[config.mk]
export PLATFORM = sky130hd
export DESIGN_NAME = atm_rx_cell_buffer_flat
export DESIGN_NICKNAME = d
export VERILOG_FILES = /design/src/rtl/atm_rx_cell_buffer_if.sv /design/src/rtl/atm_rx_cell_buffer.sv /design/src/flat_wrapper.sv
export SDC_FILE = /design/constraint.sdc
export NUM_CORES = 2
export LEC_CHECK = 0
export BUFFER_PORTS_ARGS = -buffer_cell sky130_fd_sc_hd__buf_2
export CELL_PAD_IN_SITES_DETAIL_PLACEMENT = 1
export CELL_PAD_IN_SITES_GLOBAL_PLACEMENT = 1
export CORE_MARGIN = 1.5
export CORE_UTILIZATION = 40
export DETAILED_ROUTE_END_ITERATION = 16
export GPL_TIMING_DRIVEN = 1
export MAX_ROUTING_LAYER = met4
export PLACE_DENSITY_LB_ADDON = 0.05
export SYNTH_ARGS = -nofsm -noshare
export SYNTH_HDL_FRONTEND = slang
export SYNTH_SLANG_ARGS = --single-unit
export TNS_END_PERCENT = 100
[constraint.sdc]
create_clock -name clk -period 5.73 [get_ports clk]
set_input_delay 1.146 -clock clk [delete_from_list [all_inputs] [get_ports clk]]
set_output_delay 1.146 -clock clk [all_outputs]
set_load 0.01 [all_outputs]
[src/rtl/atm_rx_cell_buffer_if.sv]
// Line-side byte stream and UTOPIA-style Rx signals of one atm_rx_cell_buffer.
// The buffer is the slave on both sides: the framer pushes bytes in and the
// router pulls cells out with rx_en.
interface atm_rx_cell_buffer_if;
    // Line side (framer -> buffer)
    logic       in_valid;
    logic [7:0] in_data;
    logic       in_soc;
    logic       in_ready;
    // Router side (buffer -> router)
    logic       rx_clav;
    logic       rx_en;
    logic [7:0] rx_data;
    logic       rx_soc;
    logic       rx_valid;

    modport slave (
        input  in_valid, in_data, in_soc, rx_en,
        output in_ready, rx_clav, rx_data, rx_soc, rx_valid
    );

    modport master (
        output in_valid, in_data, in_soc, rx_en,
        input  in_ready, rx_clav, rx_data, rx_soc, rx_valid
    );
endinterface

[src/rtl/atm_rx_cell_buffer.sv]
// Receive cell buffer for one atm_router port: assembles 53-byte cells from the
// line byte stream, checks the header HEC, holds up to CELL_DEPTH good cells in
// a ring of slots and replays them byte-serially to the router.
module atm_rx_cell_buffer #(
    parameter int CELL_DEPTH = 4,    // 2..16 cell slots
    parameter bit HEC_CHECK  = 1'b1  // 1: drop bad-HEC cells, 0: keep them (still counted)
) (
    input  logic                 clk,
    input  logic                 rst,
    atm_rx_cell_buffer_if.slave  bus,
    output logic [15:0]          hec_err_cnt,
    output logic [15:0]          frame_err_cnt
);

    localparam int CELL_BYTES = 53;
    localparam int CW = $clog2(CELL_DEPTH + 1);
    localparam int PW = $clog2(CELL_DEPTH);
    localparam int AW = $clog2(CELL_DEPTH * CELL_BYTES);

    typedef enum logic {W_IDLE, W_CELL} wr_state_e;
    typedef enum logic {R_IDLE, R_SEND} rd_state_e;

    // CRC-8 (x^8+x^2+x+1) advanced by one byte, MSB first.
    function automatic logic [7:0] crc8_byte(input logic [7:0] crc_in, input logic [7:0] data);
        logic [7:0] c;
        c = crc_in ^ data;
        for (int b = 0; b < 8; b++) begin
            c = c[7] ? ((c << 1) ^ 8'h07) : (c << 1);
        end
        return c;
    endfunction

    function automatic logic [PW-1:0] next_slot(input logic [PW-1:0] s);
        return (s == PW'(CELL_DEPTH - 1)) ? '0 : s + PW'(1);
    endfunction

    function automatic logic [AW-1:0] slot_addr(input logic [PW-1:0] s, input logic [5:0] i);
        return AW'(int'(s) * CELL_BYTES + int'(i));
    endfunction

    function automatic logic [15:0] sat_inc(input logic [15:0] v);
        return (v == 16'hFFFF) ? v : v + 16'd1;
    endfunction

    // Cell storage: one 53-byte slot per cell.
    logic [7:0] mem [CELL_DEPTH * CELL_BYTES];

    wr_state_e      wr_state_q, wr_state_d;
    logic [5:0]     wr_idx_q,   wr_idx_d;
    logic [PW-1:0]  wr_slot_q,  wr_slot_d;
    logic [7:0]     crc_q,      crc_d;
    logic           hec_bad_q,  hec_bad_d;
    rd_state_e      rd_state_q, rd_state_d;
    logic [5:0]     rd_idx_q,   rd_idx_d;
    logic [PW-1:0]  rd_slot_q,  rd_slot_d;
    logic [CW-1:0]  count_q,    count_d;
    logic [15:0]    hec_err_q,  hec_err_d;
    logic [15:0]    frame_err_q, frame_err_d;
    logic [7:0]     rx_data_q,  rx_data_d;
    logic           rx_soc_q,   rx_soc_d;
    logic           rx_valid_q, rx_valid_d;

    logic           in_ready;
    logic           wr_fire;
    logic           commit;
    logic           free;
    logic           mem_we;
    logic [AW-1:0]  mem_waddr;
    logic [7:0]     mem_wdata;

    // Backpressure depends only on committed cells, never on the write state.
    assign in_ready = (count_q < CW'(CELL_DEPTH));
    assign wr_fire  = bus.in_valid && in_ready;

    // Next-state logic for cell assembly, cell replay and the shared cell count.
    always_comb begin
        // NOTE: every _d starts from its _q value so no branch can leave it unassigned and infer a latch.
        wr_state_d  = wr_state_q;
        wr_idx_d    = wr_idx_q;
        wr_slot_d   = wr_slot_q;
        crc_d       = crc_q;
        hec_bad_d   = hec_bad_q;
        rd_state_d  = rd_state_q;
        rd_idx_d    = rd_idx_q;
        rd_slot_d   = rd_slot_q;
        count_d     = count_q;
        hec_err_d   = hec_err_q;
        frame_err_d = frame_err_q;
        rx_data_d   = rx_data_q;
        rx_soc_d    = 1'b0;
        rx_valid_d  = 1'b0;
        commit      = 1'b0;
        free        = 1'b0;
        mem_we      = 1'b0;
        mem_waddr   = slot_addr(wr_slot_q, wr_idx_q);
        mem_wdata   = bus.in_data;

        // Write side: any SOC restarts the cell at index 0; an SOC mid-cell is a framing error.
        if (wr_fire) begin
            if (bus.in_soc) begin
                if (wr_state_q == W_CELL) begin
                    frame_err_d = sat_inc(frame_err_q);
                end
                mem_we     = 1'b1;
                mem_waddr  = slot_addr(wr_slot_q, 6'd0);
                crc_d      = crc8_byte(8'h00, bus.in_data);
                hec_bad_d  = 1'b0;
                wr_idx_d   = 6'd1;
                wr_state_d = W_CELL;
            end else if (wr_state_q == W_IDLE) begin
                frame_err_d = sat_inc(frame_err_q);
            end else begin
                mem_we   = 1'b1;
                wr_idx_d = wr_idx_q + 6'd1;
                if (wr_idx_q < 6'd4) begin
                    crc_d = crc8_byte(crc_q, bus.in_data);
                end
                if (wr_idx_q == 6'd4 && bus.in_data != (crc_q ^ 8'h55)) begin
                    hec_err_d = sat_inc(hec_err_q);
                    hec_bad_d = 1'b1;
                end
                if (wr_idx_q == 6'd52) begin
                    wr_state_d = W_IDLE;
                    wr_idx_d   = 6'd0;
                    commit     = !hec_bad_q || !HEC_CHECK;
                end
            end
        end

        // Read side: one byte per rx_en edge; rx_en low pauses with the index held.
        case (rd_state_q)
            R_IDLE: begin
                if (bus.rx_en && count_q != '0) begin
                    rd_state_d = R_SEND;
                    rd_idx_d   = 6'd0;
                end
            end
            R_SEND: begin
                if (bus.rx_en) begin
                    rx_data_d  = mem[slot_addr(rd_slot_q, rd_idx_q)];
                    rx_valid_d = 1'b1;
                    rx_soc_d   = (rd_idx_q == 6'd0);
                    if (rd_idx_q == 6'd52) begin
                        free      = 1'b1;
                        rd_idx_d  = 6'd0;
                        rd_slot_d = next_slot(rd_slot_q);
                    end else begin
                        rd_idx_d = rd_idx_q + 6'd1;
                    end
                end
            end
            default: rd_state_d = R_IDLE;
        endcase

        // A commit and a free on the same edge cancel out.
        case ({commit, free})
            2'b10:   count_d = count_q + CW'(1);
            2'b01:   count_d = count_q - CW'(1);
            default: count_d = count_q;
        endcase
        if (commit) begin
            wr_slot_d = next_slot(wr_slot_q);
        end
        // Continue back-to-back only while another committed cell is waiting.
        if (free && count_d == '0) begin
            rd_state_d = R_IDLE;
        end
    end

    // Control and output registers with synchronous reset.
    always_ff @(posedge clk) begin
        // NOTE: state registers use non-blocking assignments so every flop samples pre-edge values.
        if (rst) begin
            wr_state_q  <= W_IDLE;
            wr_idx_q    <= '0;
            wr_slot_q   <= '0;
            crc_q       <= '0;
            hec_bad_q   <= 1'b0;
            rd_state_q  <= R_IDLE;
            rd_idx_q    <= '0;
            rd_slot_q   <= '0;
            count_q     <= '0;
            hec_err_q   <= '0;
            frame_err_q <= '0;
            rx_data_q   <= '0;
            rx_soc_q    <= 1'b0;
            rx_valid_q  <= 1'b0;
        end else begin
            wr_state_q  <= wr_state_d;
            wr_idx_q    <= wr_idx_d;
            wr_slot_q   <= wr_slot_d;
            crc_q       <= crc_d;
            hec_bad_q   <= hec_bad_d;
            rd_state_q  <= rd_state_d;
            rd_idx_q    <= rd_idx_d;
            rd_slot_q   <= rd_slot_d;
            count_q     <= count_d;
            hec_err_q   <= hec_err_d;
            frame_err_q <= frame_err_d;
            rx_data_q   <= rx_data_d;
            rx_soc_q    <= rx_soc_d;
            rx_valid_q  <= rx_valid_d;
        end
    end

    // Cell storage write port.
    always_ff @(posedge clk) begin
        // NOTE: the array is not reset; clearing count and pointers already makes every slot unreachable.
        if (mem_we) begin
            mem[mem_waddr] <= mem_wdata;
        end
    end

    assign bus.in_ready   = in_ready;
    assign bus.rx_clav    = (count_q != '0);
    assign bus.rx_data    = rx_data_q;
    assign bus.rx_soc     = rx_soc_q;
    assign bus.rx_valid   = rx_valid_q;
    assign hec_err_cnt    = hec_err_q;
    assign frame_err_cnt  = frame_err_q;

endmodule

[src/flat_wrapper.sv]
// flat-port wrapper written by rule: the top's interface ports become plain ports
module atm_rx_cell_buffer_flat 
#(
    parameter int CELL_DEPTH = 4,                       
    parameter bit HEC_CHECK  = 1'b1                                                        
)
  (clk, rst, hec_err_cnt, frame_err_cnt, bus_in_valid, bus_in_data, bus_in_soc, bus_rx_en, bus_in_ready, bus_rx_clav, bus_rx_data, bus_rx_soc, bus_rx_valid);
  atm_rx_cell_buffer_if bus_i ();
  input  logic clk;
  input  logic rst;
  output logic [15:0] hec_err_cnt;
  output logic [15:0] frame_err_cnt;
  input wire logic [$bits(bus_i.in_valid)-1:0] bus_in_valid;
  input wire logic [$bits(bus_i.in_data)-1:0] bus_in_data;
  input wire logic [$bits(bus_i.in_soc)-1:0] bus_in_soc;
  input wire logic [$bits(bus_i.rx_en)-1:0] bus_rx_en;
  output wire logic [$bits(bus_i.in_ready)-1:0] bus_in_ready;
  output wire logic [$bits(bus_i.rx_clav)-1:0] bus_rx_clav;
  output wire logic [$bits(bus_i.rx_data)-1:0] bus_rx_data;
  output wire logic [$bits(bus_i.rx_soc)-1:0] bus_rx_soc;
  output wire logic [$bits(bus_i.rx_valid)-1:0] bus_rx_valid;
  assign bus_i.in_valid = bus_in_valid;
  assign bus_i.in_data = bus_in_data;
  assign bus_i.in_soc = bus_in_soc;
  assign bus_i.rx_en = bus_rx_en;
  assign bus_in_ready = bus_i.in_ready;
  assign bus_rx_clav = bus_i.rx_clav;
  assign bus_rx_data = bus_i.rx_data;
  assign bus_rx_soc = bus_i.rx_soc;
  assign bus_rx_valid = bus_i.rx_valid;
  atm_rx_cell_buffer #(.CELL_DEPTH(CELL_DEPTH), .HEC_CHECK(HEC_CHECK)) u_core (.clk(clk), .rst(rst), .bus(bus_i), .hec_err_cnt(hec_err_cnt), .frame_err_cnt(frame_err_cnt));
endmodule
==> metrics.md <==
| Metric | Value |
|---|---|
| Status | completed |
| GRT Resource Usage Total | 24.2% |
| First-pass GRT wire length | 300000 um |
| Drt pass-1 iters | 7 |
| Dpl cell area | 75100 um^2 |
| WL per Instance | 32.8 um |
| DPL Wire Length | 134000 um |
| Period utilization | 85.3% |
| Clock skew | 0.0386 ns |
| CTS H-tree lvls | 4 |
| Post-synth EDFFs | 1696 |
| CP startpoint kind | register |
| CP endpoint kind | register |
| Unique masters post-synth | 74 |
| Final WS setup | 0.843 ns |
| FF+latch count, synth | 1768 |
| Sequential element share of the synthesized area | 74.1% |
| Max cap viols | 0 |
| Routed vias/inst | 5.76 |
| Async S/R FF share, synth | 0% |
| Die height | 423 um |
| Arr. time, crit path | 5.53 ns |
| Post-route ant nets | 0 |
| LEAKAGE | 25.2 nW |
| Rel. slew slack | 14.4% |
| P&R area growth vs syn | 15.1% |
| Pre-CTS setup slack | 0.828 ns |
| Ports | 57 |
| Root Driver | clkbuf_16 |
| Post-Syn Nets | 3586 |
| Maximum vdd drop | 261 uV |
| Number of buffers created by CTS | 189 |
| Largest net degree at the start of global routing | 173 |
| Core area | 176000 um^2 |
| Via count | 36480 |
| Xor/xnor share of the synthesized area | 0.910% |
| Die area | 179000 um^2 |
| Clock Path Buffers | 3 |
| Worst Path Required | 6.38 ns |
| Final Wtd Congestion | 0.863 |
| Adder-Cell Fraction of Synth Area | 0.591% |
| Final slew viol count | 0 |
| Row cnt | 154 |
| Setup TNS | 0 ns |
| Worst Tran Pin Value | 1.27 ns |
| Initial Util | 40.2% |
| Yosys warning count | 0 |
| Post-synthesis share of cell area spent on and, or, nand and nor gates | 4.34% |
| Vias in the first global route | 38558 |
| Worst-Skew Late Latency | 0.82 ns |
| Crit Path Max Fanout | 46 |
| Post-CTS Resized | 0 |
| CTS Hold Buffers Added | 0 |
| TritonCTS Sinks | 1768 |
| Finished Cell Area | 81300 um^2 |
| Remaining DRCs | 0 |
| Max stage delay cell, worst path | fa_4 |
| Initial DRC Count | 3553 |
| Final setup vio count | 0 |
| Layout cells sized above 1 | 27.3% |
| WP buf/inv | 3 |
| Die width | 423 um |
| Final min period | 4.89 ns |
| Clk pin slew, worst setup/hold paths | 0.06 ns |
| Final nets | 3870 |
| PwrDens | 331 nW/um^2 |
| Main combinational cell family by area after synthesis | multiplexers |
| Post-Syn Instances | 3542 |
| Mux cell area share after synthesis | 15.5% |
| Final Hold Viols | 0 |
| CP max stage delay | 1.44 ns |
| Grt ovf | 0 |
| Post-CTS Setup Repair Bufs | 0 |
| Critical path's top delay family | adder cells |
| Most frequent CP cell | ha_4 |
| Worst Hold Class | register to register |
| RSZ-0062 raised after global routing | false |
| Max Fclk | 205 MHz |
| Crit path kind | register to register |
| Critical Path, Cell by Cell | ha_4, ha_4, inv_1, fa_4, clkinv_1, a21oi_2, buf_4, a32oi_1, o21a_1, a221oi_1, a211oi_1 |
| Mean Syn Cell Area | 20.0 um^2 |
| IO buf count | 56 |
| Synth Flop Type | edfxtp_1 |
| Fillers | 16138 |
| Final wirelength | 208000 um |
| Initial antenna violation count | 7 |
| Synthesized cell area | 70700 um^2 |
| CTS tree | built |
| Compound-Gate Fraction of Synth Area | 2.77% |
cell usage after synthesis, types with 5 or more instances:
cell type / instances / area (um^2)
xnor2_1: 30 / 263
and2_1: 5 / 31.3
mux4_1: 5 / 131
dfxtp_1: 72 / 1440
or3_1: 12 / 75.1
a31oi_1: 10 / 62.6
nand2b_1: 6 / 37.5
edfxtp_1: 1696 / 50900
mux2i_1: 33 / 330
buf_2: 31 / 155
and3_1: 7 / 43.8
a221oi_1: 9 / 78.8
nand3_1: 33 / 165
nand2_1: 156 / 586
xor2_1: 37 / 324
nand3b_1: 7 / 52.6
a21oi_1: 53 / 265
nor4_1: 39 / 244
buf_4: 35 / 263
nor2b_1: 21 / 131
a22o_1: 11 / 96.3
mux4_2: 463 / 10400
nor2_1: 177 / 664
o21a_1: 8 / 60.1
nor3_1: 155 / 776
nand4_1: 20 / 125
o21ai_1: 5 / 25.0
inv_1: 21 / 78.8
o21bai_1: 6 / 45.0
a22oi_1: 51 / 383
o2111ai_1: 6 / 52.6
clkbuf_1: 108 / 405
a211oi_1: 18 / 135
a32oi_1: 17 / 149
buf_1: 17 / 63.8
buf_6: 20 / 225
ha_1: 27 / 338
a41oi_1: 5 / 43.8
o21ai_0: 28 / 140
o211ai_1: 14 / 105
worst reg2reg max path, cell delays in order (launching register included):
cell and delay, ns:
dfxtp_1 0.53, ha_4 0.20, ha_4 0.13, inv_1 0.07, fa_4 1.44, clkinv_1 0.59, a21oi_2 0.23, buf_4 0.34
a32oi_1 0.12, o21a_1 0.27, a221oi_1 0.64, a211oi_1 0.15
cell type report:
type | instances | area (um^2) | area share (%)
diodes | 2 | 5.00 | 0.00615
clock buffers | 237 | 5020 | 6.18
clock inverters | 116 | 1170 | 1.44
inverters | 22 | 82.6 | 0.102
multi-input cells | 1535 | 17300 | 21.2
flip-flops and latches | 1768 | 52400 | 64.4
well taps | 2340 | 2930 | 3.60
repair buffers | 310 | 2470 | 3.03
where the power goes:
part / switching (mW) / internal, mW / total [mW] / leakage [nW]
clock network: 5.09 / 7.15 / 12.2 / 3.03
logic: 0.367 / 0.0858 / 0.453 / 6.40
registers: 0.0174 / 14.2 / 14.2 / 15.8
metrics by stage:
stage | util [%] | cells | power [mW] | hold slack, ns
floorplan | - | 3542 | 14.6 | 0.464
global placement | 42.7 | 5974 | 14.9 | 0.485
detailed placement | 42.7 | 5974 | 14.9 | 0.504
CTS | 46.2 | 6327 | 27.2 | 0.515
global route | 46.2 | 6328 | 27.6 | 0.556
finish | 46.2 | 6330 | 26.9 | 0.516
sequential cells by signal, summed over array words and instances (netlist names), 2 cells and up:
signal,count
u_core.wr_idx_q,6
u_core.bus.rx_data,8
u_core.mem,1696
u_core.crc_q,8
u_core.frame_err_cnt,16
u_core.rd_idx_q,6
u_core.count_q,3
u_core.hec_err_cnt,16
u_core.rd_slot_q,2
u_core.wr_slot_q,2
path summary, 6_finish.rpt:
check | start | endpoint | slack (ns) | cells past startpoint
max | u_core.rd_slot_q[0]$_SDFFE_PP0P_ | u_core.bus.rx_data[4]$_SDFFE_PP0P_ | 0.84 | 11
min reg2reg | u_core.hec_err_cnt[10]$_SDFFE_PP0P_ | u_core.hec_err_cnt[10]$_SDFFE_PP0P_ | 0.52 | 2
max reg2reg | u_core.rd_slot_q[0]$_SDFFE_PP0P_ | u_core.bus.rx_data[4]$_SDFFE_PP0P_ | 0.84 | 11
min | u_core.hec_err_cnt[10]$_SDFFE_PP0P_ | u_core.hec_err_cnt[10]$_SDFFE_PP0P_ | 0.52 | 2
kinds of logic after synthesis:
| group | after synthesis |
|---|---|
| multiplexers | 505 |
| XOR/XNOR | 70 |
| AND/OR/NAND/NOR | 656 |
| buffers and inverters | 239 |
| adder cells (fa/ha/maj) | 31 |
| AO/OA/AOI/OAI | 273 |
| flip-flops | 1768 |
routing by layer:
layer  track usage (%)  vias to the layer above  share of wire [%]
met5                 -                        -                  0
met4              5.71                        0                2.2
met3              3.32                      250                4.9
met2              37.2                     1018                 48
met1              34.2                    19939                 45
li1                  -                    15273                  -
cells in the final DEF, fill, tap and decap left out, types with 21 or more instances in the layout:
cell type	n
edfxtp_1	1696
mux4_2	463
buf_4	237
clkbuf_16	193
nor2_1	175
nand2_1	155
nor3_1	153
dfxtp_1	72
a21oi_1	51
a22oi_1	51
buf_2	48
clkinv_1	47
clkbuf_1	41
xor2_1	37
clkinv_2	34
nand3_1	33
mux2i_1	33
xnor2_1	29
o21ai_0	28
ha_1	25
inv_1	21
nor2b_1	21
bufinv_16	21
Power figures use the tool's default switching activity.
